File: src/rtl/mod_ctrl.sv
// Frame sequencer feeding the address-generator DMA: IDLE -> LOAD -> RUN -> DONE,
// with abort, completed-frame counting and a sticky start-while-busy flag.
module mod_ctrl #(
  parameter int ADDR_W = 10,
  parameter int FRM_W  = 8
) (
  input  logic              clk,
  input  logic              rst,
  input  logic              start,
  input  logic              abort,
  input  logic              clr_err,
  input  logic [ADDR_W-1:0] cfg_load_len,
  input  logic [ADDR_W-1:0] cfg_run_len,
  output logic [1:0]        state,
  output logic              busy,
  output logic              done,
  output logic              aborted,
  output logic [FRM_W-1:0]  frame_cnt,
  output logic              err_start
);

  // Encoding doubles as the DMA state bus, so it must not be re-encoded.
  typedef enum logic [1:0] {
    S_IDLE = 2'b00,
    S_LOAD = 2'b01,
    S_RUN  = 2'b10,
    S_DONE = 2'b11
  } st_e;

  st_e               st;
  logic [ADDR_W-1:0] ph_cnt;
  logic [ADDR_W-1:0] load_len_r;
  logic [ADDR_W-1:0] run_len_r;

  always_ff @(posedge clk or posedge rst) begin
    if (rst) begin
      st         <= S_IDLE;
      ph_cnt     <= '0;
      load_len_r <= '0;
      run_len_r  <= '0;
      aborted    <= 1'b0;
      frame_cnt  <= '0;
      err_start  <= 1'b0;
    end else begin
      aborted <= 1'b0;
      // A new error outranks a clear in the same cycle.
      if (start && (st != S_IDLE))
        err_start <= 1'b1;
      else if (clr_err)
        err_start <= 1'b0;

      case (st)
        S_IDLE: begin
          if (start && !abort) begin
            st         <= S_LOAD;
            load_len_r <= cfg_load_len;
            run_len_r  <= cfg_run_len;
            ph_cnt     <= '0;
          end
        end
        S_LOAD: begin
          if (abort) begin
            st      <= S_IDLE;
            aborted <= 1'b1;
          end else if (ph_cnt == load_len_r) begin
            st     <= S_RUN;
            ph_cnt <= '0;
          end else begin
            ph_cnt <= ph_cnt + ADDR_W'(1);
          end
        end
        S_RUN: begin
          if (abort) begin
            st      <= S_IDLE;
            aborted <= 1'b1;
          end else if (ph_cnt == run_len_r) begin
            st        <= S_DONE;
            frame_cnt <= frame_cnt + FRM_W'(1);
          end else begin
            ph_cnt <= ph_cnt + ADDR_W'(1);
          end
        end
        default: st <= S_IDLE;
      endcase
    end
  end

  assign state = st;
  assign busy  = (st != S_IDLE);
  assign done  = (st == S_DONE);

endmodule

File: config.mk
export PLATFORM = sky130hd
export DESIGN_NAME = mod_ctrl
export DESIGN_NICKNAME = d
export VERILOG_FILES = /design/src/rtl/mod_ctrl.sv
export SDC_FILE = /design/constraint.sdc
export NUM_CORES = 1
export LEC_CHECK = 0
export CAP_MARGIN = 20
export CORE_MARGIN = 2
export CORE_UTILIZATION = 40
export CTS_CLUSTER_DIAMETER = 40
export DETAILED_ROUTE_END_ITERATION = 7
export PLACE_DENSITY = 0.66
export RECOVER_POWER = 50
export SETUP_SLACK_MARGIN = 0.2
export SLEW_MARGIN = 25
export SYNTH_ARGS = -nofsm -noshare
export SYNTH_HDL_FRONTEND = slang
export SYNTH_SLANG_ARGS = --single-unit
File: constraint.sdc
create_clock -name clk -period 5.78 [get_ports clk]
set_input_delay 1.156 -clock clk [delete_from_list [all_inputs] [get_ports clk]]
set_output_delay 1.156 -clock clk [all_outputs]
set_load 0.1 [all_outputs]
# After elaboration in Yosys (flattened, before gate mapping)
# Index checks and enable logic that the tools add are counted.
# totals
ff_bits,42
latch_bits,0
mem_bits_rw,0
romBits,0
input_bits,25
out_inout_bits,14
wordCells,49
memories,0
# classes
add_sub_neg,2
multipliers,0
n_div,0
magnitude_cmp,0
eq_ne,11
shifts,0
n_mux,16
n_bitwise,1
reduce_logical,12
# ops
operator,n
10-bit two-way mux,5
10-bit one-hot mux with 3 select lines,1
10-bit == test,2
10-bit by 1-bit adder with 10-bit output (second input constant),1
2-bit two-way mux,5
8-bit by 1-bit adder with 8-bit output (second input constant),1
2-bit != test (second input constant),4
3-bit != test (second input constant),2
2-bit one-hot mux with 3 select lines,1
3-bit AND reduction,2
5-bit AND reduction,1
2-bit == test (second input constant),2
1-bit two-way mux,4
2-bit nonzero test,2
3-bit nonzero test,1
2-bit by 1-bit == test with 1-bit output (second input constant),1
1-bit logical AND,2
2-bit logical NOT,1
2-bit AND reduction,1
2-bit OR reduction,1
1-bit logical NOT,1
1-bit NOT,1

# Logic depth before layout (Yosys ltp)
# Gate-level depths: netlist of the first run.
# depth
depth_word,4
depth_mapped,7
depth_no_buf,7

# Least setup slack after synthesis of the first run
# OpenSTA, ideal clock, no wires.
# synth_timing
path_type,register -> output
start,"reg st[0], in the netlist state[0]"
end,out busy
t_arrival_ns,2.026
setup_slack_ns,2.598
stages_incl_launch_ff,4
path_buffers,0
path_cell_list,dfrtp_1 inv_1 ha_1 inv_1
# synth_between
elab_chain_len,1
# synth_lines
element,line_no,rtl
from (decl),30,st_e st;
from (signal assigned),37,st <= S_IDLE;
from (signal assigned),55,st <= S_LOAD;
from (signal assigned),63,st <= S_IDLE;
2-bit nonzero test,89,assign busy = (st != S_IDLE);
to (decl),15,"output logic busy,"
# No other way between the ends.

# Final worst setup path of the first run
# Same ends and word-level chain as after synthesis.

==> results of run 1 <==
## routing by layer
layer,part of all wire [%],routed length (µm),global-route usage (%),vias to the layer above
met5,0,0,0,-
met4,1.7,68,6.316,0
met3,3.3,136,4.253,5
met2,46,1879,22.33,23
met1,49,1980,19.75,722
li1,-,-,-,743
## cells in the final DEF, fill, tap and decap left out, types with 3 or more instances in the layout
cell type	instances
dfrtp_1	42
clkdlybuf4s50_1	35
mux2_2	21
xnor2_1	18
xor2_1	12
nand2_1	10
inv_1	9
nand3_1	7
nand4_1	6
ha_1	6
clkbuf_8	6
o21ai_0	5
nor2_1	4
and3_1	4
mux2i_1	4
o2bb2ai_1	4
o211ai_1	3
dlygate4sd3_1	3
## layout make-up
type	instances	area, µm²	area share [%]
multi-input combinational	129	1091	39.80
sequential	42	1051	38.34
inverter	9	33.78	1.232
tap	72	90.09	3.286
clock inverter	1	5.005	0.1826
clock buffer	7	86.33	3.149
timing repair buffer	39	384.1	14.01
## flip-flops by register name, summed over array words and instances, names as in the netlist
register    cells
load_len_r     10
ph_cnt         10
run_len_r      10
frame_cnt       8
state           2
aborted         1
err_start       1
## power groups by stage
stage | Clock, mW | Sequential (mW) | Combinational (mW)
after global routing | 0.213 | 0.467 | 0.589
after CTS | 0.200 | 0.455 | 0.554
after floorplan | 0 | 0.543 | 0.345
after global placement | 0 | 0.457 | 0.546
after detailed placement | 0 | 0.461 | 0.553
final | 0.194 | 0.454 | 0.544
## worst register-to-register path, cell delays in order, from the launching register on
cell and delay (ps):
dfrtp_1 470, xor2_1 180, nor4_1 760, a41oi_4 290, nand3_1 340, o211ai_1 150
## through the flow
| step | total power, mW | cells | instance area, µm² | utilization (%) | hold slack, ps |
|---|---|---|---|---|---|
| after floorplan | 0.8879 | 188 | 2218 | - | 499.9 |
| after global routing | 1.269 | 299 | 2741 | 50.40 | 529.2 |
| final | 1.192 | 299 | 2741 | 50.40 | 482.5 |
| after CTS | 1.210 | 299 | 2750 | 50.56 | 492.8 |
| after global placement | 1.003 | 291 | 2659 | 48.88 | 462.8 |
| after detailed placement | 1.014 | 291 | 2659 | 48.88 | 480.8 |
## how the worst max path moves through the flow
stage                     to  slack, ps
2_1_floorplan           busy       2600
3_3_place_gp            busy       2640
3_5_place_dp    run_len_r[1]       2620
4_1_cts                 busy       2310
5_1_grt        load_len_r[0]       1850
6_report                busy       2330
## cells by family after synthesis
kind of cell             after synthesis
XOR/XNOR                              30
buffers and inverters                 17
AO/OA/AOI/OAI                         24
AND/OR/NAND/NOR                       44
flip-flops                            42
multiplexers                          25
adder cells (fa/ha/maj)                6
==> results.md, run 1 <==
- Status: complete, but fails checks
- Failing checks: max-capacitance violations, max-slew violations
- Drt total wl: 4.064 mm
- Root Driver: clkbuf_8
- Worst path most repeated cell: inv_1
- Share of cells above drive strength 1: between 10% and 20%
- PostCTS Resize Cnt: 0
- Cell count of the worst reg-to-reg path: 5
- Hold Buf Count CTS: 0
- Hold Path Sink: frame_cnt[7]
- Antenna violations before repair: 0
- Worst-path cell chain: inv_1 -> ha_1 -> inv_1 -> clkdlybuf4s50_1
- Pwr per Cell Area: ~430 mW/mm²
- GRT Util Overall: about 15%
- DRC violations left: 0
- Critical path arrival: about 2300 ps
- Hold path cells: 1
- Cell variety after synth: 39
- FMAX: roughly 0.29 GHz
- Final WS setup: approximately 2300 ps
- Net Sw Frac: just over 40%
- # setup viols final: 0
- Yosys reg bits: 42
- Synth top area cells: dfrtp_1, mux2_2, xnor2_1, xor2_1, ha_1
- Post-synthesis simple-gate area fraction: 12.69%
- Rel. slew slack: -41.34%
- Clock sinks: 42
- Critical-path top delay cell: clkdlybuf4s50_1
- Clk_lat worst skew: 300 ps
- Mux cell area share after synthesis: ~12%
- Setup TNS: 0 ps
- Count leader, synth: dfrtp_1
- Routed vias/inst: about 5.0
- Pin count of the biggest net entering global routing: 43
- Nets@finish: roughly 260
- Die Y: 78.47 µm
- Worst-Margin Slew: between 2000 and 2500 ps
- 1st-iter DRT viols: 88
- Number of flops mapped to enable cells by yosys: 0
- Synth top area share: 47.38%
- Synth Net Count: 219
- Clock transition at path regs: around 80 ps
- IO Pins: 39
- Area growth from synthesis to final layout: 23.58%
- Synth Area per Inst: about 12 µm²
- Clock buffer depth: 2
- CTS tree: done
- Die footprint: 0.006158 mm²
- Post-Syn Instances: around 190
- Largest family of logic cells by synthesized area: simple AND/OR/NAND/NOR gates
- R2r startpoint: ph_cnt[0]
- Crit share post-route: between 50% and 60%
- Post-synth ARST share: between 90% and 100%
- CP bufs+invs: 3
- Adder-Cell Fraction of Synth Area: approximately 3.4%
- CP Depth: 4
- Via Count: 1493
- Number of max-cap violations: 1
- Max Transition Viols Final: 43
- Reg2reg setup slack: roughly 3500 ps
- R2r endpoint: ph_cnt[5]
- TritonCTS buffer count: 5
- Post-Synth XOR/XNOR Area: between 10% and 20%
- Pre-antenna DRT Iters: 5
- Pre-CTS setup slack: 2618 ps
- Post-synth top cells: dfrtp_1, mux2_2, xnor2_1
- WP data required: between 4000 and 5000 ps
- Top_reg_cell synth: dfrtp_1
- Vias in the first global route: around 1500
- Crit path max fanout: 4
- Reg power frac: 38.1%
- Synth area leader: dfrtp_1
- # H-tree levels: 2
- Synth warn: 0
- Drt wl/cell: 13.59 µm
- Tmin final: between 3000 and 4000 ps
- Dpl hpwl: about 3.0 mm
- CP Capture Type: primary output
- Power share of the clock group: between 15 and 20%
- Gpl congestion: around 0.78
- CP Class: flip-flop to primary output
- RSZ-0062 raised after global routing: false
- Core area: ~0.0054 mm²
- Worst VDD drop: roughly 180 µV
- Antenna diodes: 0
- Comb pwr share: between 40% and 50%
- Critical Path Max Stage Delay: about 1100 ps
- Global-route wire length before repair: roughly 7 mm
- IO buf count: 38
- Antenna viol nets, final: 0
- Starting Density: 40.79%
- Psw: 0.4955 mW
- CP top delay family: buffers and inverters
- Pleak: 1.140 nW
- Die width: approximately 80 µm
- Hold Crit Class: flip-flop to flip-flop
- Max Clock Skew: just under 5 ps
- Pint: slightly below 0.7 mW
- Post-CTS Setup Bufs: 0
- Crit start category: flip-flop
- Total gr overflow: 0
- Fillers: 513
- Worst Hold Launch: frame_cnt[7]
- Rows: 27
- Crit path launch: state[0]
- Complex-gate fraction of the synthesized area: 9.024%
- Seq/Total Area, Yosys: 47.38%
- Mapped Area: ~0.0022 mm²
- Final Hold Viols: 0
Note: power is estimated with default switching activity, not from simulation.
==> inputs of run 2 (changes only) <==
- clock period: 5.78 -> 3.26 ns (I/O delays scaled with it)
==> results.md, run 2 (synthesized netlist as in run 1, its figures left out) <==
- Status: finished, final reports clean
- Drt wl/cell: 13.77 µm (+1.3%)
- CP bufs+invs: 1 (-2)
- Critical-path top delay cell: clkbuf_1
- Antenna viol nets, final: 0 (unchanged)
- Max Transition Viols Final: 0 (-100%)
- Root Driver: clkbuf_8
- FMAX: between 0.4 and 0.5 GHz
- Share of cells above drive strength 1: 21.83% (+6.0 points)
- Tmin final: 2215 ps
- Pin count of the biggest net entering global routing: 43 (unchanged)
- Crit share post-route: between 60% and 70%
- Die width: 78.47 µm (unchanged)
- Rows: 27 (unchanged)
- 1st-iter DRT viols: 66 (-25%)
- Pwr per Cell Area: 777.0 mW/mm² (+79%)
- CP Capture Type: primary output
- Core area: 0.005439 mm² (unchanged)
- Pre-antenna DRT Iters: 4 (-1)
- GRT Util Overall: 14.49% (-0.26 points)
- CP top delay family: buffers and inverters
- Gpl congestion: 0.8517 (+9.8%)
- Clock buffer depth: 2 (unchanged)
- Most frequent cells in the layout: dfrtp_1, clkdlybuf4s50_1, mux2_2, xnor2_1, xor2_1
- Rel. slew slack: 22.55% (+64 points)
- IO Pins: 39 (unchanged)
- Crit path max fanout: 3 (-1)
- Placed cell areas: 0.002639 mm² (-0.75%)
- RSZ-0062 raised after global routing: false
- Setup TNS: 0 ps (unchanged)
- Final core occ: 49.80% (-0.60 points)
- Number of max-cap violations: 0 (-1)
- Multi-input gate area: 0.001096 mm² (+0.46%)
- Vias in the first global route: 1465 (+0.27%)
- DRC violations left: 0 (unchanged)
- Worst VDD drop: 291.3 µV (+61%)
- CTS tree: done
- CP Class: flip-flop to primary output
- Fillers: 514 (+0.19%)
- Post-CTS Setup Bufs: 0 (unchanged)
- Nets@finish: 259 (+0.78%)
- Pleak: 1.152 nW (+1.1%)
- Critical Path Max Stage Delay: 880 ps (-260 ps)
- Clk_lat worst skew: 290 ps (about the same)
- Max Clock Skew: 4.956 ps (+0.08235 ps)
- Dpl hpwl: 2.961 mm (-1.0%)
- CP Depth: 1 (-3)
- Hold path cells: 1 (unchanged)
- Drt total wl: 4.144 mm (+2.0%)
- Global-route wire length before repair: 6.906 mm (-1.4%)
- Total gr overflow: 0 (unchanged)
- Hold Crit Class: flip-flop to flip-flop
- Starting Density: 40.79% (unchanged)
- Final Hold Viols: 0 (unchanged)
- Via Count: 1514 (+1.4%)
- PostCTS Resize Cnt: 0 (unchanged)
- Area growth from synthesis to final layout: 22.11%
- IO buf count: 38 (unchanged)
- Worst-path cell chain: clkbuf_1
- Clock sinks: 42 (unchanged)
- # setup viols final: 0 (unchanged)
- Die footprint: 0.006158 mm² (unchanged)
- Critical path arrival: 1560 ps (-740 ps)
- # H-tree levels: 2 (unchanged)
- Cell count of the worst reg-to-reg path: 7 (+2)
- Clock transition at path regs: 80 ps (about the same)
- FF/Latch Area: 0.001051 mm² (unchanged)
- WP data required: 2610 ps (-2010 ps)
- Antenna violations before repair: 0 (unchanged)
- Hold Buf Count CTS: 0 (unchanged)
- Crit start category: flip-flop
- Top flop regs: load_len_r (10), ph_cnt (10), run_len_r (10)
- Worst-Margin Slew: 1167 ps (-953.4 ps)
- TritonCTS buffer count: 5 (unchanged)
- Antenna diodes: 0 (unchanged)
- Routed vias/inst: 5.030 (+0.73%)
- Die Y: 78.47 µm (unchanged)
- Final Instance Area: 0.002709 mm² (-1.2%)
- Commonest non-fill, non-tap cell in the layout: dfrtp_1
==> run 2: area by class of cell <==
| cell class | instances | share of cell area (%) |
|---|---|---|
| Clock buffer | 7 | 3.187 |
| Inverter | 9 | 1.247 |
| Clock inverter | 1 | 0.1848 |
| Sequential cell | 42 | 38.80 |
| Multi-Input combinational cell | 129 | 40.46 |
| Timing Repair Buffer | 41 | 12.79 |
| Tap cell | 72 | 3.326 |
==> run 2: metal layers <==
layer,global-route usage [%],vias up,wire length (µm)
li1,-,741,-
met1,19.09,736,1998
met2,22.67,31,1915
met3,3.678,6,167
met4,6.140,0,63
met5,0,-,0
==> run 2: final timing paths <==
kind                                     end    startpoint  slack (ps)
max in group asynchronous       run_len_r[2]           rst        1500
worst max register to register     ph_cnt[8]      state[0]        1090
worst min-delay path            frame_cnt[7]  frame_cnt[7]         490
worst min register to register  frame_cnt[7]  frame_cnt[7]         490
min in group asynchronous           state[1]           rst        1120
worst max-delay path            frame_cnt[6]  frame_cnt[6]        1040
==> run 2: per-stage QoR <==
step,setup slack (ps),power (mW),cells,hold slack (ps)
4_1_cts,1088,2.145,301,490.3
5_1_grt,894.7,2.244,301,526.1
3_5_place_dp,853.0,1.791,293,479.4
3_3_place_gp,929.5,1.780,293,467.2
6_report,1045,2.105,301,486.6
2_1_floorplan,554.4,1.574,188,499.9
==> run 2: power breakdown <==
part	switching, mW	leakage, nW	internal, mW
Clock	0.176	0.0482	0.171
Combinational	0.585	0.569	0.371
Sequential	0.121	0.536	0.681
